==> src/rtl/keypad_emulator_pkg.sv <==
// Shared definitions for the keypad emulator: FSM states, key split helpers
// and the column/row active levels agreed with the Teclado scanner.
package keypad_emulator_pkg;

    typedef enum logic [2:0] {
        ST_IDLE,
        ST_BOUNCE_IN,
        ST_HELD,
        ST_BOUNCE_OUT,
        ST_GAP
    } state_t;

    localparam logic COL_ACTIVE = 1'b1;

    function automatic logic [1:0] key_row(input logic [3:0] k);
        return k[3:2];
    endfunction

    function automatic logic [1:0] key_col(input logic [3:0] k);
        return k[1:0];
    endfunction

    function automatic logic [3:0] row_onehot(input logic [1:0] r);
        return 4'b0001 << r;
    endfunction

endpackage

==> src/rtl/keypad_emulator_bounce_gen.sv <==
// Contact bounce generator: start_make/start_break load the contact level, then
// 2*N_BOUNCE toggles every BOUNCE_CYC cycles; phase_done flags the final toggle.
module keypad_emulator_bounce_gen #(
    parameter int BOUNCE_CYC = 50000,
    parameter int N_BOUNCE   = 3,
    parameter int CNT_W      = 24
) (
    input  logic clk,
    input  logic rst,
    input  logic start_make,
    input  logic start_break,
    output logic contact,
    output logic phase_done
);

    localparam int TW = $clog2(2 * N_BOUNCE + 2);
    localparam logic [CNT_W-1:0] BC_LAST = CNT_W'(BOUNCE_CYC - 1);
    localparam logic [TW-1:0]    TG_LAST = TW'(2 * N_BOUNCE - 1);

    logic             active_q;
    logic [CNT_W-1:0] cnt_q;
    logic [TW-1:0]    tog_q;
    logic             contact_q;
    logic             toggle;

    assign toggle     = active_q && (cnt_q == BC_LAST);
    assign phase_done = toggle && (tog_q == TG_LAST);
    assign contact    = contact_q;

    always_ff @(posedge clk) begin
        if (rst) begin
            active_q  <= 1'b0;
            cnt_q     <= '0;
            tog_q     <= '0;
            contact_q <= 1'b0;
        end else if (start_make || start_break) begin
            // With no bounce the loaded level simply stays put for the phase.
            contact_q <= start_make;
            active_q  <= (N_BOUNCE != 0);
            cnt_q     <= '0;
            tog_q     <= '0;
        end else if (active_q) begin
            if (toggle) begin
                cnt_q     <= '0;
                contact_q <= ~contact_q;
                tog_q     <= tog_q + TW'(1);
                if (phase_done) begin
                    active_q <= 1'b0;
                end
            end else begin
                cnt_q <= cnt_q + CNT_W'(1);
            end
        end
    end

endmodule

==> src/rtl/keypad_emulator.sv <==
// 4x4 keypad responder: answers the scanner's column drive on fila as if key_idx were pressed.
// Latency 1 clk from col/contact to fila; presses arriving while busy only set drop.
module keypad_emulator
    import keypad_emulator_pkg::*;
#(
    parameter int BOUNCE_CYC = 50000,
    parameter int N_BOUNCE   = 3,
    parameter int HOLD_CYC   = 5000000,
    parameter int GAP_CYC    = 2500000,
    parameter int CNT_W      = 24
) (
    input  logic       clk,
    input  logic       rst,
    input  logic [3:0] key_idx,
    input  logic       press,
    input  logic [3:0] col,
    output logic [3:0] fila,
    output logic       busy,
    output logic       done,
    output logic       drop
);

    localparam logic [CNT_W-1:0] HOLD_LAST = CNT_W'(HOLD_CYC - 1);
    localparam logic [CNT_W-1:0] GAP_LAST  = CNT_W'(GAP_CYC - 1);

    state_t           state_q;
    logic             press_q;
    logic [1:0]       row_l_q;
    logic [1:0]       col_l_q;
    logic [CNT_W-1:0] cnt_q;
    logic [CNT_W-1:0] cnt_inc;
    logic             busy_q;
    logic             done_q;
    logic             drop_q;
    logic [3:0]       fila_q;

    logic start;
    logic start_make;
    logic start_break;
    logic contact;
    logic phase_done;

    assign start       = press & ~press_q;
    assign start_make  = (state_q == ST_IDLE) && start;
    assign start_break = (state_q == ST_HELD) && (cnt_q == HOLD_LAST);
    assign cnt_inc     = cnt_q + CNT_W'(1);

    keypad_emulator_bounce_gen #(
        .BOUNCE_CYC (BOUNCE_CYC),
        .N_BOUNCE   (N_BOUNCE),
        .CNT_W      (CNT_W)
    ) u_bounce (
        .clk         (clk),
        .rst         (rst),
        .start_make  (start_make),
        .start_break (start_break),
        .contact     (contact),
        .phase_done  (phase_done)
    );

    always_ff @(posedge clk) begin
        if (rst) begin
            state_q <= ST_IDLE;
            press_q <= 1'b0;
            row_l_q <= '0;
            col_l_q <= '0;
            cnt_q   <= '0;
            busy_q  <= 1'b0;
            done_q  <= 1'b0;
            drop_q  <= 1'b0;
            fila_q  <= '0;
        end else begin
            press_q <= press;
            done_q  <= 1'b0;
            fila_q  <= (contact && (col[col_l_q] == COL_ACTIVE)) ? row_onehot(row_l_q) : 4'b0000;
            // busy_q is still high in the done cycle, so a start there is dropped too.
            if (start && busy_q) begin
                drop_q <= 1'b1;
            end
            case (state_q)
                ST_IDLE: begin
                    if (start) begin
                        row_l_q <= key_row(key_idx);
                        col_l_q <= key_col(key_idx);
                        busy_q  <= 1'b1;
                        cnt_q   <= '0;
                        state_q <= (N_BOUNCE == 0) ? ST_HELD : ST_BOUNCE_IN;
                    end
                end
                ST_BOUNCE_IN: begin
                    if (phase_done) begin
                        cnt_q   <= '0;
                        state_q <= ST_HELD;
                    end
                end
                ST_HELD: begin
                    if (cnt_q == HOLD_LAST) begin
                        cnt_q   <= '0;
                        state_q <= (N_BOUNCE == 0) ? ST_GAP : ST_BOUNCE_OUT;
                        done_q  <= (N_BOUNCE == 0) && (GAP_CYC == 1);
                    end else begin
                        cnt_q <= cnt_inc;
                    end
                end
                ST_BOUNCE_OUT: begin
                    if (phase_done) begin
                        cnt_q   <= '0;
                        state_q <= ST_GAP;
                        done_q  <= (GAP_CYC == 1);
                    end
                end
                ST_GAP: begin
                    if (cnt_q == GAP_LAST) begin
                        cnt_q   <= '0;
                        busy_q  <= 1'b0;
                        state_q <= ST_IDLE;
                    end else begin
                        cnt_q  <= cnt_inc;
                        done_q <= (cnt_inc == GAP_LAST);
                    end
                end
                default: state_q <= ST_IDLE;
            endcase
        end
    end

    assign fila = fila_q;
    assign busy = busy_q;
    assign done = done_q;
    assign drop = drop_q;

endmodule
==> config.mk <==
export PLATFORM = sky130hd
export DESIGN_NAME = keypad_emulator
export DESIGN_NICKNAME = d
export VERILOG_FILES = /design/src/rtl/keypad_emulator_pkg.sv /design/src/rtl/keypad_emulator_bounce_gen.sv /design/src/rtl/keypad_emulator.sv
export SDC_FILE = /design/constraint.sdc
export NUM_CORES = 1
export LEC_CHECK = 0
export ABC_CLOCK_PERIOD_IN_PS = 5700
export BUFFER_PORTS_ARGS = -buffer_cell sky130_fd_sc_hd__buf_2
export CAP_MARGIN = 20
export CORE_MARGIN = 2
export CORE_UTILIZATION = 30
export DETAILED_ROUTE_END_ITERATION = 8
export GPL_TIMING_DRIVEN = 1
export PLACE_DENSITY = 0.46
export SYNTH_ARGS = -nofsm -noshare
export SYNTH_HDL_FRONTEND = slang
export SYNTH_SLANG_ARGS = --single-unit
export TNS_END_PERCENT = 1
==> constraint.sdc <==
create_clock -name clk -period 5.7 [get_ports clk]
set_input_delay 0.855 -clock clk [delete_from_list [all_inputs] [get_ports clk]]
set_output_delay 0.855 -clock clk [all_outputs]
set_load 0.005 [all_outputs]
==> flow_metrics.tcl, run 1 <==
set metrics [dict create \
    power.combinational.fraction_pct 3.7 \
    p_leak_nw 1.32 \
    required_ns 5.88 \
    switching_power_mw 0.251 \
    hold_start "drop" \
    post_cts_hold_buffer_count 0 \
    pin_count_of_the_biggest_net_entering_global_routing 39 \
    grt_setup_unrepaired "no" \
    cts_inserted_buffers 9 \
    delay_of_the_slowest_critical_path_stage_ns 0.60 \
    placedCellCount 584 \
    synth_area_per_cell_sq_um 8.06 \
    layout.area.seq_sq_um 1360 \
    synth_common_cells "dfxtp_1, nor2_1, nand2_1" \
    synth.area.top_cells "dfxtp_1, nor2_1, xor2_1" \
    antenna_violations_before_repair 0 \
    outcome "finished clean" \
    cts_post_setup_buffers_inserted 0 \
    grt_first_pass_wirelength_microns 15300 \
    dominantRegCellSynth "dfxtp_1" \
    critical_path.max_fanout 26 \
    num_vias 3166 \
    cts.reportedPaths.clkPinSlew_ns 0.06 \
    endpoint "cnt_q[4]" \
    routedWlPerCell_microns 14.8 \
    number_of_flops_mapped_to_enable_cells_by_yosys 0 \
    htree_num_levels 3 \
    drt-vias-per-instance 5.28 \
    max_cap_violations 0 \
    later_pin_clock_latency_in_the_skew_report_ns 0.35 \
    timing.final.crit_period_ns 2.92 \
    gpl.final_weighted_congestion 0.803 \
    drt_first_iter_violations 181 \
    fmaxAchievable_mhz 343 \
    remaining_drc_errors 0 \
    r2r.worst_path.cells 7 \
    synth.yosys.seq_area_share_pct 37.9 \
    area_growth_syn_to_layout_pct 13.6 \
    clkPwrFrac_pct 54.2 \
    netlist-cell-type-count 57 \
    antenna_cells 0 \
    total_power_mw 1.16 \
    rr_startpoint "cnt_q[1]" \
    top_level_ports 18 \
    cp-end-kind "flop" \
    irDropWorstVdd_mv 0.168 \
    clkSinkCount 68 \
    hold_viol_final 0 \
    place_hpwl_microns 6110 \
    clock_skew_ns 0.0106 \
    post-route-period-util_pct 51.2 \
    final-instance-count-excl-fill 600 \
    cts-root-to-sink-buffers 2 \
    synth.most_common_cell "dfxtp_1" \
    cell_internal_pwr_mw 0.905 \
    finalWirelength_microns 8900 \
    syn-num-nets 462 \
    final.fill_count 1205 \
    setup_viol 0 \
    setup_tns_ns 0 \
    crit_path_cell_trace "ha_1 > nand4_1 > or4_4 > o31ai_4 > nand2_4 > a21oi_1 > a211oi_1" \
    initial_cell_density_of_the_core_pct 31.1 \
    die_width_microns 113 \
    num_rows 39 \
    finish.net_count 468 \
    ys_ff_latch 68 \
    grt_use_total_pct 15.0 \
    crit_slowest_cell "or4_4" \
    worst_pin_slew_ns 0.763 \
    holdCritPathClass "flop to flop" \
    slack_of_the_worst_reg_to_reg_path_ns 2.78 \
    synthesis.yosys.warnings 0 \
    core_area_sq_um 11600 \
    tritoncts "built" \
    total_die_area_sq_um 12900 \
    netSwitchingFraction_pct 21.7 \
    portion_of_synthesized_cell_area_occupied_by_the_leading_cell_type_pct 37.9 \
    max_slew_margin_pct 49.2 \
    drt.antenna.violating_nets 0 \
    multi_input_comb_area_sq_um 2080 \
    final-max-slew-violation-count 0 \
    cp-startpoint "cnt_q[1]" \
    p_per_area_nw_per_um2 283 \
    drive_gt1_share_pct 9.19 \
    grt_pass1_vias 3069 \
    die_height_microns 113 \
    port_buffers 17 \
    async_reset_ff_share_pct 0 \
    drt_first_pass_iters 4 \
    timing_worst_setup_path_type "flop to flop" \
    seq_power_share_pct 42.1 \
    synth_cells 446 \
    yosysTopAreaCell "dfxtp_1" \
    timing.rr.end "cnt_q[4]" \
    post_cts.resized_instances 0 \
    startpoint_class "flop" \
    ctsRootBufferMaster "clkbuf_16" \
    cp_data_arrival_time_ns 3.10 \
    grt-ovfl-total 0 \
    post_synth_instance_area_sq_um 3590 \
]
## flip-flops by register name, summed over array words and instances (netlist names)
name / cells
done: 1
press_q: 1
u_bounce.contact: 1
state_q: 3
u_bounce.tog_q: 3
col_l_q: 2
drop: 1
u_bounce.cnt_q: 24
row_l_q: 2
u_bounce.active_q: 1
cnt_q: 24
fila: 4
busy: 1
## per-layer routing
layer	vias up	global-route usage [%]	wire length (microns)
li1	1613	-	-
met1	1498	19.2	4450
met2	45	23.6	4000
met5	-	0	0
met3	10	4.94	340
met4	0	5.53	118
## worst max-delay path: cells and delay by family (launching register included)
family	cells	cell delay [ns]
flops	1	0.41
compound gates	3	0.87
fa+ha+maj	1	0.31
simple gates	3	1.18
## worst min-delay path by stage
stage	to	slack, ns	depth (start not counted)
after floorplan	fila[2]	0.43	1
after global placement	drop	0.45	2
after detailed placement	drop	0.46	2
after CTS	drop	0.48	2
after global routing	drop	0.50	2
final	drop	0.47	2
## stage by stage
step	instance area, sq um	hold WS (ns)	util (%)	worst slack, ns
2_1_floorplan	3590	0.425	-	3.30
3_3_place_gp	3750	0.451	32.4	2.74
3_5_place_dp	3750	0.464	32.4	2.77
4_1_cts	4080	0.479	35.3	2.77
5_1_grt	4080	0.496	35.3	2.50
6_report	4080	0.468	35.3	2.78
## layout by cell type, fill, tap and decap left out, drive strengths merged, types with 13 or more instances in the layout
master,count
dfxtp,68
xnor2,14
xor2,22
nand2,45
a21oi,24
buf,19
nand4,16
nor3,13
nand3,31
nor2,66
## kinds of logic after synthesis
group,count (synthesis),share of synthesized area (%)
flip-flops,68,37.9
AO/OA/AOI/OAI,69,12.9
multiplexers,6,1.67
buffers and inverters,31,4.21
AND/OR/NAND/NOR,231,32.8
adder cells (fa/ha/maj),5,1.74
XOR/XNOR,36,8.77
## area by class of cell
type / count / share of cell area, %
Clock buffer: 11 / 6.19
Clock inverter: 5 / 2.02
Inverter: 7 / 0.643
Multi-Input combinational cell: 347 / 51.0
Sequential cell: 68 / 33.3
Tap cell: 143 / 4.38
Timing Repair Buffer: 19 / 2.45
## power groups by stage
stage	combinational (mW)	sequential, mW	clock (mW)
6_report	0.0427	0.487	0.626
5_1_grt	0.0481	0.488	0.670
4_1_cts	0.0437	0.487	0.646
3_5_place_dp	0.0434	0.498	0
3_3_place_gp	0.0423	0.498	0
2_1_floorplan	0.0310	0.495	0
Power figures use the tool's default switching activity.
==> run 2: changes to the inputs <==
--- a/config.mk
+++ b/config.mk
@@ -5,7 +5,7 @@
 export SDC_FILE = /design/constraint.sdc
 export NUM_CORES = 1
 export LEC_CHECK = 0
-export ABC_CLOCK_PERIOD_IN_PS = 5700
+export ABC_CLOCK_PERIOD_IN_PS = 3000
 export BUFFER_PORTS_ARGS = -buffer_cell sky130_fd_sc_hd__buf_2
 export CAP_MARGIN = 20
 export CORE_MARGIN = 2
==> constraint.sdc (replaced) <==
create_clock -name clk -period 3 [get_ports clk]
set_input_delay 0.45 -clock clk [delete_from_list [all_inputs] [get_ports clk]]
set_output_delay 0.45 -clock clk [all_outputs]
set_load 0.005 [all_outputs]
==> flow_metrics.tcl, run 2 (synthesis results as in run 1) <==
set metrics [dict create \
    outcome "finished clean" \
    area_growth_syn_to_layout_pct 17.3 \
    irDropWorstVdd_mv 0.306 \
    final.fill_count 1208 \
    num_vias 3194 \
    clock_skew_ns 0.00887 \
    setup_viol 0 \
    critical_path.max_fanout 7 \
    htree_num_levels 3 \
    p_leak_nw 1.40 \
    drt_first_pass_iters 5 \
    finish.net_count 481 \
    place_hpwl_microns 6290 \
    clkSinkCount 68 \
    multi_input_comb_area_sq_um 2090 \
    critical_path.n_buffers_inverters 0 \
    port_buffers 17 \
    fmaxAchievable_mhz 362 \
    grt_setup_unrepaired "no" \
    cts_inserted_buffers 9 \
    post_cts.resized_instances 0 \
    die_height_microns 113 \
    gpl.final_weighted_congestion 0.849 \
    pin_count_of_the_biggest_net_entering_global_routing 27 \
    cts_post_setup_buffers_inserted 0 \
    timing.final.crit_period_ns 2.76 \
    startpoint_class "flop" \
    ctsRootBufferMaster "clkbuf_16" \
    grt_use_total_pct 14.9 \
    rr_startpoint "cnt_q[1]" \
    final-max-slew-violation-count 0 \
    path_delay_family "simple AND/OR/NAND/NOR gates" \
    holdCritPathClass "input pin to flop" \
    final_common_cell "dfxtp_1" \
    placedCellCount 597 \
    hold_start "press" \
    drt_first_iter_violations 192 \
    grt_first_pass_wirelength_microns 15500 \
    cp-end-kind "flop" \
    final-instance-count-excl-fill 613 \
    power.combinational.fraction_pct 3.6 \
    cts.reportedPaths.clkPinSlew_ns 0.06 \
    switching_power_mw 0.471 \
    clkPwrFrac_pct 55.7 \
    post_cts_hold_buffer_count 0 \
    setup_tns_ns 0 \
    cp_data_arrival_time_ns 2.99 \
    top_level_ports 18 \
    antenna_violations_before_repair 0 \
    crit_path_cell_trace "ha_1 > nand4_1 > or4_4 > or4_1 > xor2_1 > o2111ai_1 > nor4_2" \
    later_pin_clock_latency_in_the_skew_report_ns 0.34 \
    max_slew_margin_pct 59.9 \
    drive_gt1_share_pct 12.1 \
    final_cell_mix "dfxtp_1, nor2_1, nand2_1" \
    antenna_cells 0 \
    timing_worst_setup_path_type "flop to flop" \
    total_die_area_sq_um 12900 \
    cts-root-to-sink-buffers 2 \
    die_width_microns 113 \
    core_area_sq_um 11600 \
    finalWirelength_microns 8920 \
    remaining_drc_errors 0 \
    cp-startpoint "cnt_q[1]" \
    initial_cell_density_of_the_core_pct 31.1 \
    seq_power_share_pct 40.7 \
    grt_pass1_vias 3107 \
    max_cap_violations 0 \
    p_per_area_nw_per_um2 540 \
    hold_viol_final 0 \
    worst_pin_slew_ns 0.586 \
    post-route-period-util_pct 92.0 \
    grt-ovfl-total 0 \
    num_rows 39 \
    routedWlPerCell_microns 14.6 \
    required_ns 3.23 \
    drt.antenna.violating_nets 0 \
    cell_internal_pwr_mw 1.81 \
    delay_of_the_slowest_critical_path_stage_ns 0.66 \
    layout.area.seq_sq_um 1360 \
    drt-vias-per-instance 5.21 \
    tritoncts "built" \
    crit_slowest_cell "or4_4" \
    netSwitchingFraction_pct 20.7 \
]
-- run 2: power groups by stage --
| stage | logic, mW | clock network, mW | registers, mW |
|---|---|---|---|
| 2_1_floorplan | 0.0589 | 0 | 0.941 |
| 5_1_grt | 0.0930 | 1.34 | 0.927 |
| 6_report | 0.0821 | 1.27 | 0.926 |
| 4_1_cts | 0.0843 | 1.30 | 0.925 |
| 3_3_place_gp | 0.0838 | 0 | 0.945 |
| 3_5_place_dp | 0.0839 | 0 | 0.945 |
-- run 2: final cells by class --
type	count	share of cell area, %
clock inverters	5	2.55
inverters	7	0.623
flip-flops and latches	68	32.3
clock buffers	11	5.99
multi-input cells	347	49.6
repair buffers	32	4.69
well taps	143	4.24
-- run 2: final timing paths --
check	endpoint	slack, ns	depth (start not counted)
worst min register to register	fila[2]	0.48	1
worst max register to register	done	0.24	7
worst min-delay path	press_q	0.34	2
worst max-delay path	done	0.24	7
-- run 2: per-layer routing --
metal | vias to the layer above | wire length, microns | global-route usage, %
li1 | 1639 | - | -
met4 | 0 | 140 | 6.10
met1 | 1485 | 4310 | 19.2
met2 | 61 | 4100 | 24.0
met5 | - | 0 | 0
met3 | 9 | 365 | 3.56
-- run 2: stage by stage --
stage	setup WS, ns	cell area (sq um)	util (%)	hold WS, ns	total power, mW
after global placement	0.0981	3850	33.3	0.454	1.03
after global routing	0.0362	4220	36.5	0.346	2.36
after floorplan	0.603	3590	-	0.425	1.00
after detailed placement	0.163	3850	33.3	0.462	1.03
after CTS	0.122	4210	36.4	0.335	2.31
final	0.240	4220	36.5	0.344	2.28
